`src/rtl/legv8_instr_encoder_if.sv`:
```
// rtl/legv8_instr_encoder_if.sv - request handshake and instruction-memory write bus
interface legv8_instr_encoder_if #(
    parameter int ADDR_W = 64
);
    logic              in_valid;
    logic              in_ready;
    logic [3:0]        in_op;
    logic [4:0]        in_rd;
    logic [4:0]        in_rn;
    logic [4:0]        in_rm;
    logic [25:0]       in_imm;
    logic              imem_we;
    logic [ADDR_W-1:0] imem_addr;
    logic [31:0]       imem_wdata;
    logic              imem_busy;

    // master: request source and memory sink; slave: the encoder
    modport master (
        output in_valid, in_op, in_rd, in_rn, in_rm, in_imm, imem_busy,
        input  in_ready, imem_we, imem_addr, imem_wdata
    );

    modport slave (
        input  in_valid, in_op, in_rd, in_rn, in_rm, in_imm, imem_busy,
        output in_ready, imem_we, imem_addr, imem_wdata
    );
endinterface

```
`src/rtl/legv8_instr_encoder.sv`:
```
// rtl/legv8_instr_encoder.sv - LEGv8 instruction encoder loading words into instruction memory
module legv8_instr_encoder #(
    parameter int ADDR_W    = 64,
    parameter int ADDR_STEP = 4,
    parameter int CNT_W     = 16
) (
    input  logic                 clk,
    input  logic                 reset,
    input  logic                 start,
    input  logic [ADDR_W-1:0]    base_addr,
    input  logic [CNT_W-1:0]     num_instr,
    legv8_instr_encoder_if.slave bus,
    output logic                 busy,
    output logic                 done,
    output logic                 err,
    output logic [CNT_W-1:0]     written
);
    typedef enum logic [1:0] {IDLE, LOAD, DRAIN, DONE} state_t;

    state_t            state;
    logic [ADDR_W-1:0] ptr;
    logic [ADDR_W-1:0] ptr_next;
    logic [CNT_W-1:0]  remaining;
    logic              complete;
    logic              hs;
    logic [32:0]       enc;

    // Bit 32 flags a valid op; bits 31:0 are the encoded word.
    function automatic logic [32:0] encode(input logic [3:0] op, input logic [4:0] rd,
                                           input logic [4:0] rn, input logic [4:0] rm,
                                           input logic [25:0] imm);
        logic [32:0] r;
        r = '0;
        case (op)
            4'd0:    r = {1'b1, 11'b11111000010, imm[8:0], 2'b00, rn, rd};
            4'd1:    r = {1'b1, 11'b11111000000, imm[8:0], 2'b00, rn, rd};
            4'd2:    r = {1'b1, 8'b10110100, imm[18:0], rd};
            4'd3:    r = {1'b1, 11'b10001011000, rm, 6'd0, rn, rd};
            4'd4:    r = {1'b1, 11'b11001011000, rm, 6'd0, rn, rd};
            4'd5:    r = {1'b1, 11'b10001010000, rm, 6'd0, rn, rd};
            4'd6:    r = {1'b1, 11'b10101010000, rm, 6'd0, rn, rd};
            4'd7:    r = {1'b1, 11'b11010011011, 5'd0, imm[5:0], rn, rd};
            4'd8:    r = {1'b1, 11'b11010011010, 5'd0, imm[5:0], rn, rd};
            4'd9:    r = {1'b1, 6'b000101, imm};
            default: r = '0;
        endcase
        return r;
    endfunction

    assign complete     = bus.imem_we && !bus.imem_busy;
    assign bus.in_ready = (state == LOAD) && (remaining != '0) && (!bus.imem_we || complete);
    assign hs           = bus.in_valid && bus.in_ready;
    assign enc          = encode(bus.in_op, bus.in_rd, bus.in_rn, bus.in_rm, bus.in_imm);
    // A word refilled in the same cycle the buffer drains lands one step past the draining one.
    assign ptr_next     = complete ? ptr + ADDR_W'(ADDR_STEP) : ptr;
    assign busy         = (state == LOAD) || (state == DRAIN);
    assign done         = (state == DONE);

    always_ff @(posedge clk) begin
        if (reset) begin
            state          <= IDLE;
            ptr            <= '0;
            remaining      <= '0;
            bus.imem_we    <= 1'b0;
            bus.imem_addr  <= '0;
            bus.imem_wdata <= '0;
            err            <= 1'b0;
            written        <= '0;
        end else begin
            if (complete) begin
                bus.imem_we <= 1'b0;
                ptr         <= ptr_next;
                written     <= written + CNT_W'(1);
            end
            if (hs) begin
                remaining <= remaining - CNT_W'(1);
                if (enc[32]) begin
                    bus.imem_we    <= 1'b1;
                    bus.imem_addr  <= ptr_next;
                    bus.imem_wdata <= enc[31:0];
                end else begin
                    err <= 1'b1;
                end
            end
            case (state)
                IDLE: begin
                    if (start) begin
                        ptr       <= base_addr;
                        remaining <= num_instr;
                        err       <= 1'b0;
                        written   <= '0;
                        state     <= (num_instr == '0) ? DONE : LOAD;
                    end
                end
                LOAD: begin
                    if (remaining == '0 || (hs && remaining == CNT_W'(1)))
                        state <= DRAIN;
                end
                DRAIN: begin
                    if (!bus.imem_we || complete)
                        state <= DONE;
                end
                DONE:    state <= IDLE;
                default: state <= IDLE;
            endcase
        end
    end
endmodule

```
`src/flat_wrapper.sv`:
```
// flat-port wrapper written by rule: the top's interface ports become plain ports
module legv8_instr_encoder_flat 
#(
    parameter int ADDR_W    = 64,
    parameter int ADDR_STEP = 4,
    parameter int CNT_W     = 16
)
  (clk, reset, start, base_addr, num_instr, busy, done, err, written, bus_in_valid, bus_in_op, bus_in_rd, bus_in_rn, bus_in_rm, bus_in_imm, bus_imem_busy, bus_in_ready, bus_imem_we, bus_imem_addr, bus_imem_wdata);
  legv8_instr_encoder_if #(.ADDR_W(ADDR_W)) bus_i ();
  input  logic clk;
  input  logic reset;
  input  logic start;
  input  logic [ADDR_W-1:0] base_addr;
  input  logic [CNT_W-1:0] num_instr;
  output logic busy;
  output logic done;
  output logic err;
  output logic [CNT_W-1:0] written;
  input wire logic [$bits(bus_i.in_valid)-1:0] bus_in_valid;
  input wire logic [$bits(bus_i.in_op)-1:0] bus_in_op;
  input wire logic [$bits(bus_i.in_rd)-1:0] bus_in_rd;
  input wire logic [$bits(bus_i.in_rn)-1:0] bus_in_rn;
  input wire logic [$bits(bus_i.in_rm)-1:0] bus_in_rm;
  input wire logic [$bits(bus_i.in_imm)-1:0] bus_in_imm;
  input wire logic [$bits(bus_i.imem_busy)-1:0] bus_imem_busy;
  output wire logic [$bits(bus_i.in_ready)-1:0] bus_in_ready;
  output wire logic [$bits(bus_i.imem_we)-1:0] bus_imem_we;
  output wire logic [$bits(bus_i.imem_addr)-1:0] bus_imem_addr;
  output wire logic [$bits(bus_i.imem_wdata)-1:0] bus_imem_wdata;
  assign bus_i.in_valid = bus_in_valid;
  assign bus_i.in_op = bus_in_op;
  assign bus_i.in_rd = bus_in_rd;
  assign bus_i.in_rn = bus_in_rn;
  assign bus_i.in_rm = bus_in_rm;
  assign bus_i.in_imm = bus_in_imm;
  assign bus_i.imem_busy = bus_imem_busy;
  assign bus_in_ready = bus_i.in_ready;
  assign bus_imem_we = bus_i.imem_we;
  assign bus_imem_addr = bus_i.imem_addr;
  assign bus_imem_wdata = bus_i.imem_wdata;
  legv8_instr_encoder #(.ADDR_W(ADDR_W), .ADDR_STEP(ADDR_STEP), .CNT_W(CNT_W)) u_core (.clk(clk), .reset(reset), .start(start), .base_addr(base_addr), .num_instr(num_instr), .bus(bus_i), .busy(busy), .done(done), .err(err), .written(written));
endmodule
```
`config.mk`:
```
export PLATFORM = sky130hd
export DESIGN_NAME = legv8_instr_encoder_flat
export DESIGN_NICKNAME = d
export VERILOG_FILES = /design/src/rtl/legv8_instr_encoder_if.sv /design/src/rtl/legv8_instr_encoder.sv /design/src/flat_wrapper.sv
export SDC_FILE = /design/constraint.sdc
export NUM_CORES = 1
export LEC_CHECK = 0
export CAP_MARGIN = 20
export CORE_MARGIN = 2
export CORE_UTILIZATION = 46
export DETAILED_ROUTE_END_ITERATION = 8
export PLACE_DENSITY_LB_ADDON = 0.1
export RECOVER_POWER = 25
export SYNTH_ARGS = -nofsm -noshare
export SYNTH_HDL_FRONTEND = slang
export SYNTH_SLANG_ARGS = --single-unit
```
`constraint.sdc`:
```
create_clock -name clk -period 9.9 [get_ports clk]
set_input_delay 2.97 -clock clk [delete_from_list [all_inputs] [get_ports clk]]
set_output_delay 2.97 -clock clk [all_outputs]
set_load 0.05 [all_outputs]
```
==> results of run 1 <==
==> metal layers <==
metal	part of all wire (%)	vias up
met2	47	315
met3	7.5	45
met5	0	-
met4	2.5	0
li1	-	4449
met1	43	4175
==> state kept, by name (all words and copies together), names as in the netlist <==
register and count:
u_core.bus.imem_we 1, u_core.remaining 16, u_core.bus.imem_addr 64, u_core.state 2, u_core.err 1, u_core.ptr 64
u_core.bus.imem_wdata 32, u_core.written 16
==> cell families after synthesis <==
family | after synthesis | share of synthesized area (%)
simple gates | 466 | 25.4
compound gates | 244 | 19.8
flops | 196 | 42.4
buf+inv | 97 | 4.05
xor+xnor | 70 | 6.63
fa+ha+maj | 10 | 1.33
mux | 3 | 0.338
==> worst max-delay path: stages <==
cell	delay, ns
clkdlybuf4s50_1	0.56
a21boi_0	0.42
nor2b_1	0.18
clkdlybuf4s50_1	0.83
==> area by class of cell <==
class | count | share of cell area [%]
inverter | 10 | 0.303
antenna | 1 | 0.0202
clock buffer | 19 | 3.57
timing repair buffer | 255 | 20.6
multi-input combinational | 793 | 40.0
clock inverter | 13 | 1.13
tap | 265 | 2.68
sequential | 196 | 31.7
==> worst min path at each step <==
stage,from,to,slack (ns),depth (start not counted)
3_5_place_dp,u_core.bus.imem_wdata[27],u_core.bus.imem_wdata[27],0.45,2
2_1_floorplan,u_core.ptr[0],u_core.bus.imem_addr[0],0.43,2
3_3_place_gp,u_core.bus.imem_wdata[29],u_core.bus.imem_wdata[29],0.44,2
6_report,u_core.bus.imem_addr[1],u_core.bus.imem_addr[1],0.46,2
5_1_grt,u_core.ptr[1],u_core.ptr[1],0.48,2
4_1_cts,u_core.bus.imem_wdata[27],u_core.bus.imem_wdata[27],0.46,2
==> Yosys cell counts (13+ instances only) <==
library cell	number	area [sq um]
a211oi_1	108	811
a21oi_1	20	100
a311oi_1	46	403
clkbuf_1	76	285
dfxtp_1	196	3920
nand2_1	67	251
nand3_1	27	135
nand4_1	24	150
nor2_1	192	721
nor3_1	26	130
nor4_1	31	194
o21ai_0	17	85.1
o31ai_1	13	97.6
or3_1	15	93.8
or4_1	15	113
xnor2_1	46	403
xor2_1	24	210
==> cells in the final DEF, fill, tap and decap left out, drive strengths merged, types with 11 or more instances in the layout <==
cell type and instances:
a222oi 11, o31ai 13, dfxtp 196, nor4 31
inv 17, xnor2 46, and4 13, nor3 26
dlygate4sd3 60, and3 11, a211oi 108, a21oi 20
nand2 67, a221oi 11, nand3 27, o21ai 17
nand4 24, or4 20, clkbuf 22, or3 16
a311oi 46, clkdlybuf4s50 185, xor2 24, nor2 192
==> stage by stage <==
step / total power, uW / util (%)
after floorplan: 1720 / -
after global placement: 2010 / 60.1
after detailed placement: 2020 / 60.1
after CTS: 2710 / 63.1
after global routing: 2840 / 63.3
final: 2690 / 63.3
==> power by group <==
part           internal, uW  total [uW]  leakage (uW)  switching (uW)
clock network           343         680      0.000282             337
logic                   347         943       0.00226             596
registers               937        1070       0.00160             130
total                  1630        2690       0.00415            1060
==> key figures, run 1 <==
Timing
  • RSZ-0062 raised after global routing: false
  • Slew Viols, Final: 183
  • Worst slew margin: -176%
  • Setup Skew: 0.0125 ns
  • Hold WS: 0.457 ns
  • PnR worst setup slack: 1.98 ns
  • Hold Vio Cnt, Final: 0
  • Fmax achieved: 0.126 GHz
  • Worst Max-Slew Pin Slew: 4.14 ns
  • Final setup viols: 0
  • Minimum clock period: 7.92 ns
  • Setup TNS: 0 ns
  • Part of the cycle the worst path needs: 80.0%

Route
  • Routed wirelength normalized by instance count: 17.3 um
  • Post-Route WL: 26800 um
  • DR pass1 iterations: 7
  • Routed vias: 8984
  • DRC violations left: 0
  • Antenna Violating Nets Remaining: 0
  • Via-per-instance ratio: 5.79
  • Drt initial violations: 619

Yosys
  • Cell variety after synth: 52
  • Sequential-to-total area share from yosys stat: 42.4%
  • Cell Area, Synth: 9250 sq um
  • Mapped Nets: 1225
  • EDFF count, synth: 0
  • Gate Count Post-Synth: 1086
  • Syn_area_per_cell: 8.51 sq um
  • Synth Warn #: 0
  • Synth Flop Type: dfxtp_1
  • Ys async rst share: 0%
  • #FFs+latches synth: 196

Clocking
  • Worst-path clk slew: 0.07 ns
  • Clock sinks: 196
  • CTS root buf: clkbuf_16
  • Post-CTS Hold Buffers: 0
  • CTS resizes: 0
  • TritonCTS Buffers: 17
  • CTS max path bufs: 2
  • H-tree depth: 4
  • CTS tree: done
  • Worst-Skew Late Latency: 0.44 ns
  • Setup bufs post-CTS: 0

Critical path
  • Reg2reg end: u_core.ptr[26]
  • Critical Path Sink Type: output pin
  • CP endpoint: bus_in_ready
  • Critical path class: in2out
  • Worst setup SP type: input port
  • Worst r2r src: u_core.state[0]
  • CP required: 6.93 ns
  • Reg2reg setup slack: 6.50 ns
  • Crit path DAT: 4.95 ns
  • Critical Path Fanout Max: 7
  • R2r worst-path depth: 7
  • CP Launch Point: bus_imem_busy

Floorplan
  • Die Span X: 146 um
  • Cell Rows: 51
  • Area of the die: 21200 sq um
  • IO Count: 247
  • Starting Density: 47.2%
  • Core Footprint: 19600 sq um
  • DIE HEIGHT: 146 um

Placed design
  • Placed cells: 1517
  • HPWL after detailed placement: 19100 um
  • Placed cell areas: 11800 sq um
  • RePlAce Congestion: 0.833
  • Number of port buffers: 246
  • Worst slack at placement: 2.00 ns

GRT
  • GRT Total Usage: 24.7%
  • M2 GR Usage: 40.2%
  • Initial antenna violation count: 1
  • Global route hottest layer: met2
  • Pin count of the biggest net entering global routing: 120
  • Number of global-route vias before repair: 8265
  • Gr ovfl total: 0
  • Met1 Resource Use GR: 31.4%
  • First-pass GRT wire length: 43100 um
  • Met3 usage in global routing: 7.34%

Outcome
  • Status: finished with violations
  • Failing checks: max-capacitance violations, max-slew violations

Cells and area
  • Cell Count, Final, Fillers Out: 1552
  • Multi-input gate area: 4960 sq um
  • Final instance area: 12400 sq um
  • Layout cells sized above 1: 4.04%
  • Fin nets: 1412
  • Filler cells: 1768
  • Register area: 3920 sq um
  • P&R area growth vs syn: 34.1%

Worst hold path
  • HP Class: reg2reg

Power and ir drop
  • Peak supply drop: 0.121 mV
  • PwrDens: 217 nW/um^2
  • Leakage: 0.00415 uW

Flow run
  • Max-cap violations: 2
Note: power is estimated with default switching activity, not from simulation.
==> inputs of run 2 (changes only) <==
Settings changed: CORE_UTILIZATION 46 to 44.
Clock period 9.9 ns to 6.8 ns, I/O delays scaled along.
==> key figures, run 2 (same netlist as run 1, synthesis figures left out) <==
Critical path
  • CP Launch Point: bus_imem_busy
  • Reg2reg end: u_core.remaining[15]
  • R2r worst-path depth: 5 (-2)
  • Critical Path Sink Type: output pin
  • Critical Path Fanout Max: 7 (unchanged)
  • Crit path DAT: 4.03 ns (-0.92 ns)
  • Worst setup SP type: input port
  • Worst r2r src: u_core.state[0]
  • CP required: 4.76 ns (-2.17 ns)
  • Reg2reg setup slack: 2.45 ns (-4.05 ns)
  • Critical path class: in2out

Worst hold path
  • HP Class: reg2reg
  • Hold path cells: 2 (unchanged)
  • Hold path start: u_core.bus.imem_wdata[29]
  • Worst Hold End: u_core.bus.imem_wdata[29]

Route
  • Post-Route WL: 27200 um (+1.3%)
  • Routed vias: 8829 (-1.7%)
  • Drt initial violations: 531 (-14%)
  • Antenna Violating Nets Remaining: 0 (unchanged)
  • Via-per-instance ratio: 5.64 (-2.5%)
  • DRC violations left: 0 (unchanged)
  • DR pass1 iterations: 7 (unchanged)
  • Routed wirelength normalized by instance count: 17.4 um (+0.48%)

Floorplan
  • IO Count: 247 (unchanged)
  • Area of the die: 22200 sq um (+4.4%)
  • Core Footprint: 20800 sq um (+6.3%)
  • DIE HEIGHT: 149 um (+2.2%)
  • Die Span X: 149 um (+2.2%)
  • Starting Density: 44.4% (-2.8 points)
  • Cell Rows: 53 (+3.9%)

Clocking
  • TritonCTS Buffers: 17 (unchanged)
  • Worst-Skew Late Latency: 0.44 ns (about the same)
  • Worst-path clk slew: 0.07 ns (about the same)
  • Clock sinks: 196 (unchanged)
  • Post-CTS Hold Buffers: 0 (unchanged)
  • H-tree depth: 4 (unchanged)
  • CTS tree: done
  • Setup bufs post-CTS: 0 (unchanged)
  • CTS resizes: 0 (unchanged)
  • CTS max path bufs: 2 (unchanged)
  • CTS root buf: clkbuf_16

Cells and area
  • Most common cell after layout, fill and taps aside: dfxtp_1
  • Fin nets: 1414 (+0.14%)
  • Layout cells sized above 1: 4.27% (+0.23 points)
  • Filler cells: 1913 (+8.2%)
  • Leading registers by flop count: u_core.bus.imem_addr (64), u_core.ptr (64), u_core.bus.imem_wdata (32)
  • Most frequent cells in the layout: 196 x dfxtp_1, 192 x nor2_1, 174 x clkdlybuf4s50_1, 108 x a211oi_1, 71 x dlygate4sd3_1
  • P&R area growth vs syn: 34.3%
  • Cell Count, Final, Fillers Out: 1565 (+0.84%)
  • Final instance area: 12400 sq um (+0.20%)

GRT
  • Gr ovfl total: 0 (unchanged)
  • Pin count of the biggest net entering global routing: 86 (-28%)
  • Met1 Resource Use GR: 31.7% (+0.34 points)
  • First-pass GRT wire length: 43400 um (+0.75%)
  • GRT Total Usage: 24.3% (-0.36 points)
  • Initial antenna violation count: 3 (+2)
  • Global route hottest layer: met2
  • Met3 usage in global routing: 7.28% (-0.057 points)
  • M2 GR Usage: 38.6% (-1.5 points)
  • Number of global-route vias before repair: 8296 (+0.38%)

Flow run
  • Max-cap violations: 1 (-1)

Placed design
  • Worst slack at placement: 0.822 ns (-1.17 ns)
  • HPWL after detailed placement: 19500 um (+1.6%)
  • Placed cell areas: 11800 sq um (+0.62%)
  • Placed cells: 1530 (+0.86%)
  • Number of port buffers: 246 (unchanged)
  • RePlAce Congestion: 0.877 (+5.3%)

Power and ir drop
  • Total power draw: 3920 uW (+46%)
  • PwrDens: 316 nW/um^2 (+46%)
  • Peak supply drop: 0.191 mV (+57%)
  • Leakage: 0.00419 uW (+1.0%)

Timing
  • Setup Skew: 0.0183 ns (+0.00587 ns)
  • Minimum clock period: 6.07 ns
  • Slew Viols, Final: 86 (-53%)
  • RSZ-0062 raised after global routing: false
  • PnR worst setup slack: 0.731 ns (-1.25 ns)
  • Final setup viols: 0 (unchanged)
  • Worst Max-Slew Pin Slew: 2.83 ns (-1.30 ns)
  • Hold Vio Cnt, Final: 0 (unchanged)
  • Fmax achieved: 0.165 GHz
  • Part of the cycle the worst path needs: 89.3%
  • Setup TNS: 0 ns (unchanged)
  • Worst slew margin: -89.4% (+86 points)

Outcome
  • Status: finished with violations
  • Failing checks: max-capacitance violations, max-slew violations
-- run 2: changes by cell type in the layout (fill, tap and decap cells not counted), moves of 2 or more --
cell,before,now
buf_4,5,7
buf_12,0,3
buf_16,2,0
dlygate4sd3_1,60,71
clkinv_8,3,0
clkdlybuf4s50_1,185,174
clkinv_2,0,2
-- run 2: worst max path at each step --
stage	end	slack (ns)
after floorplan	bus_in_ready	1.67
after global placement	bus_in_ready	0.82
after detailed placement	bus_in_ready	0.82
after CTS	bus_in_ready	0.81
after global routing	u_core.written[5]	0.53
final	bus_in_ready	0.73
-- run 2: report_power, final --
group / switching, uW / total (uW) / leakage, uW / internal [uW]
combinational: 872 / 1380 / 0.00231 / 508
clock: 477 / 995 / 0.000277 / 518
sequential: 187 / 1550 / 0.00160 / 1360
-- run 2: worst max-delay path, stage by stage --
cell and delay [ns]:
clkdlybuf4s50_1 0.39, clkbuf_1 0.21, a21boi_0 0.39, nor2b_1 0.18
clkdlybuf4s50_1 0.81
-- run 2: layer usage --
metal	vias up	routed length (um)
met5	-	13
met4	2	593
met3	39	2010
met1	4067	12100
li1	4461	-
met2	260	12500
-- run 2: cell type report --
| class | instances | area (sq um) | area share, % |
|---|---|---|---|
| timing repair buffer | 257 | 2580 | 20.8 |
| sequential | 196 | 3920 | 31.6 |
| clock inverter | 14 | 141 | 1.14 |
| tap | 275 | 344 | 2.77 |
| antenna | 2 | 5.00 | 0.0403 |
| clock buffer | 18 | 429 | 3.46 |
| multi-input combinational | 793 | 4960 | 39.9 |
| inverter | 10 | 37.5 | 0.302 |
-- run 2: stage by stage --
stage	hold slack [ns]	utilization, %
after detailed placement	0.448	56.9
after global routing	0.481	59.6
final	0.459	59.6
after global placement	0.438	56.9
after CTS	0.461	59.6
after floorplan	0.432	-
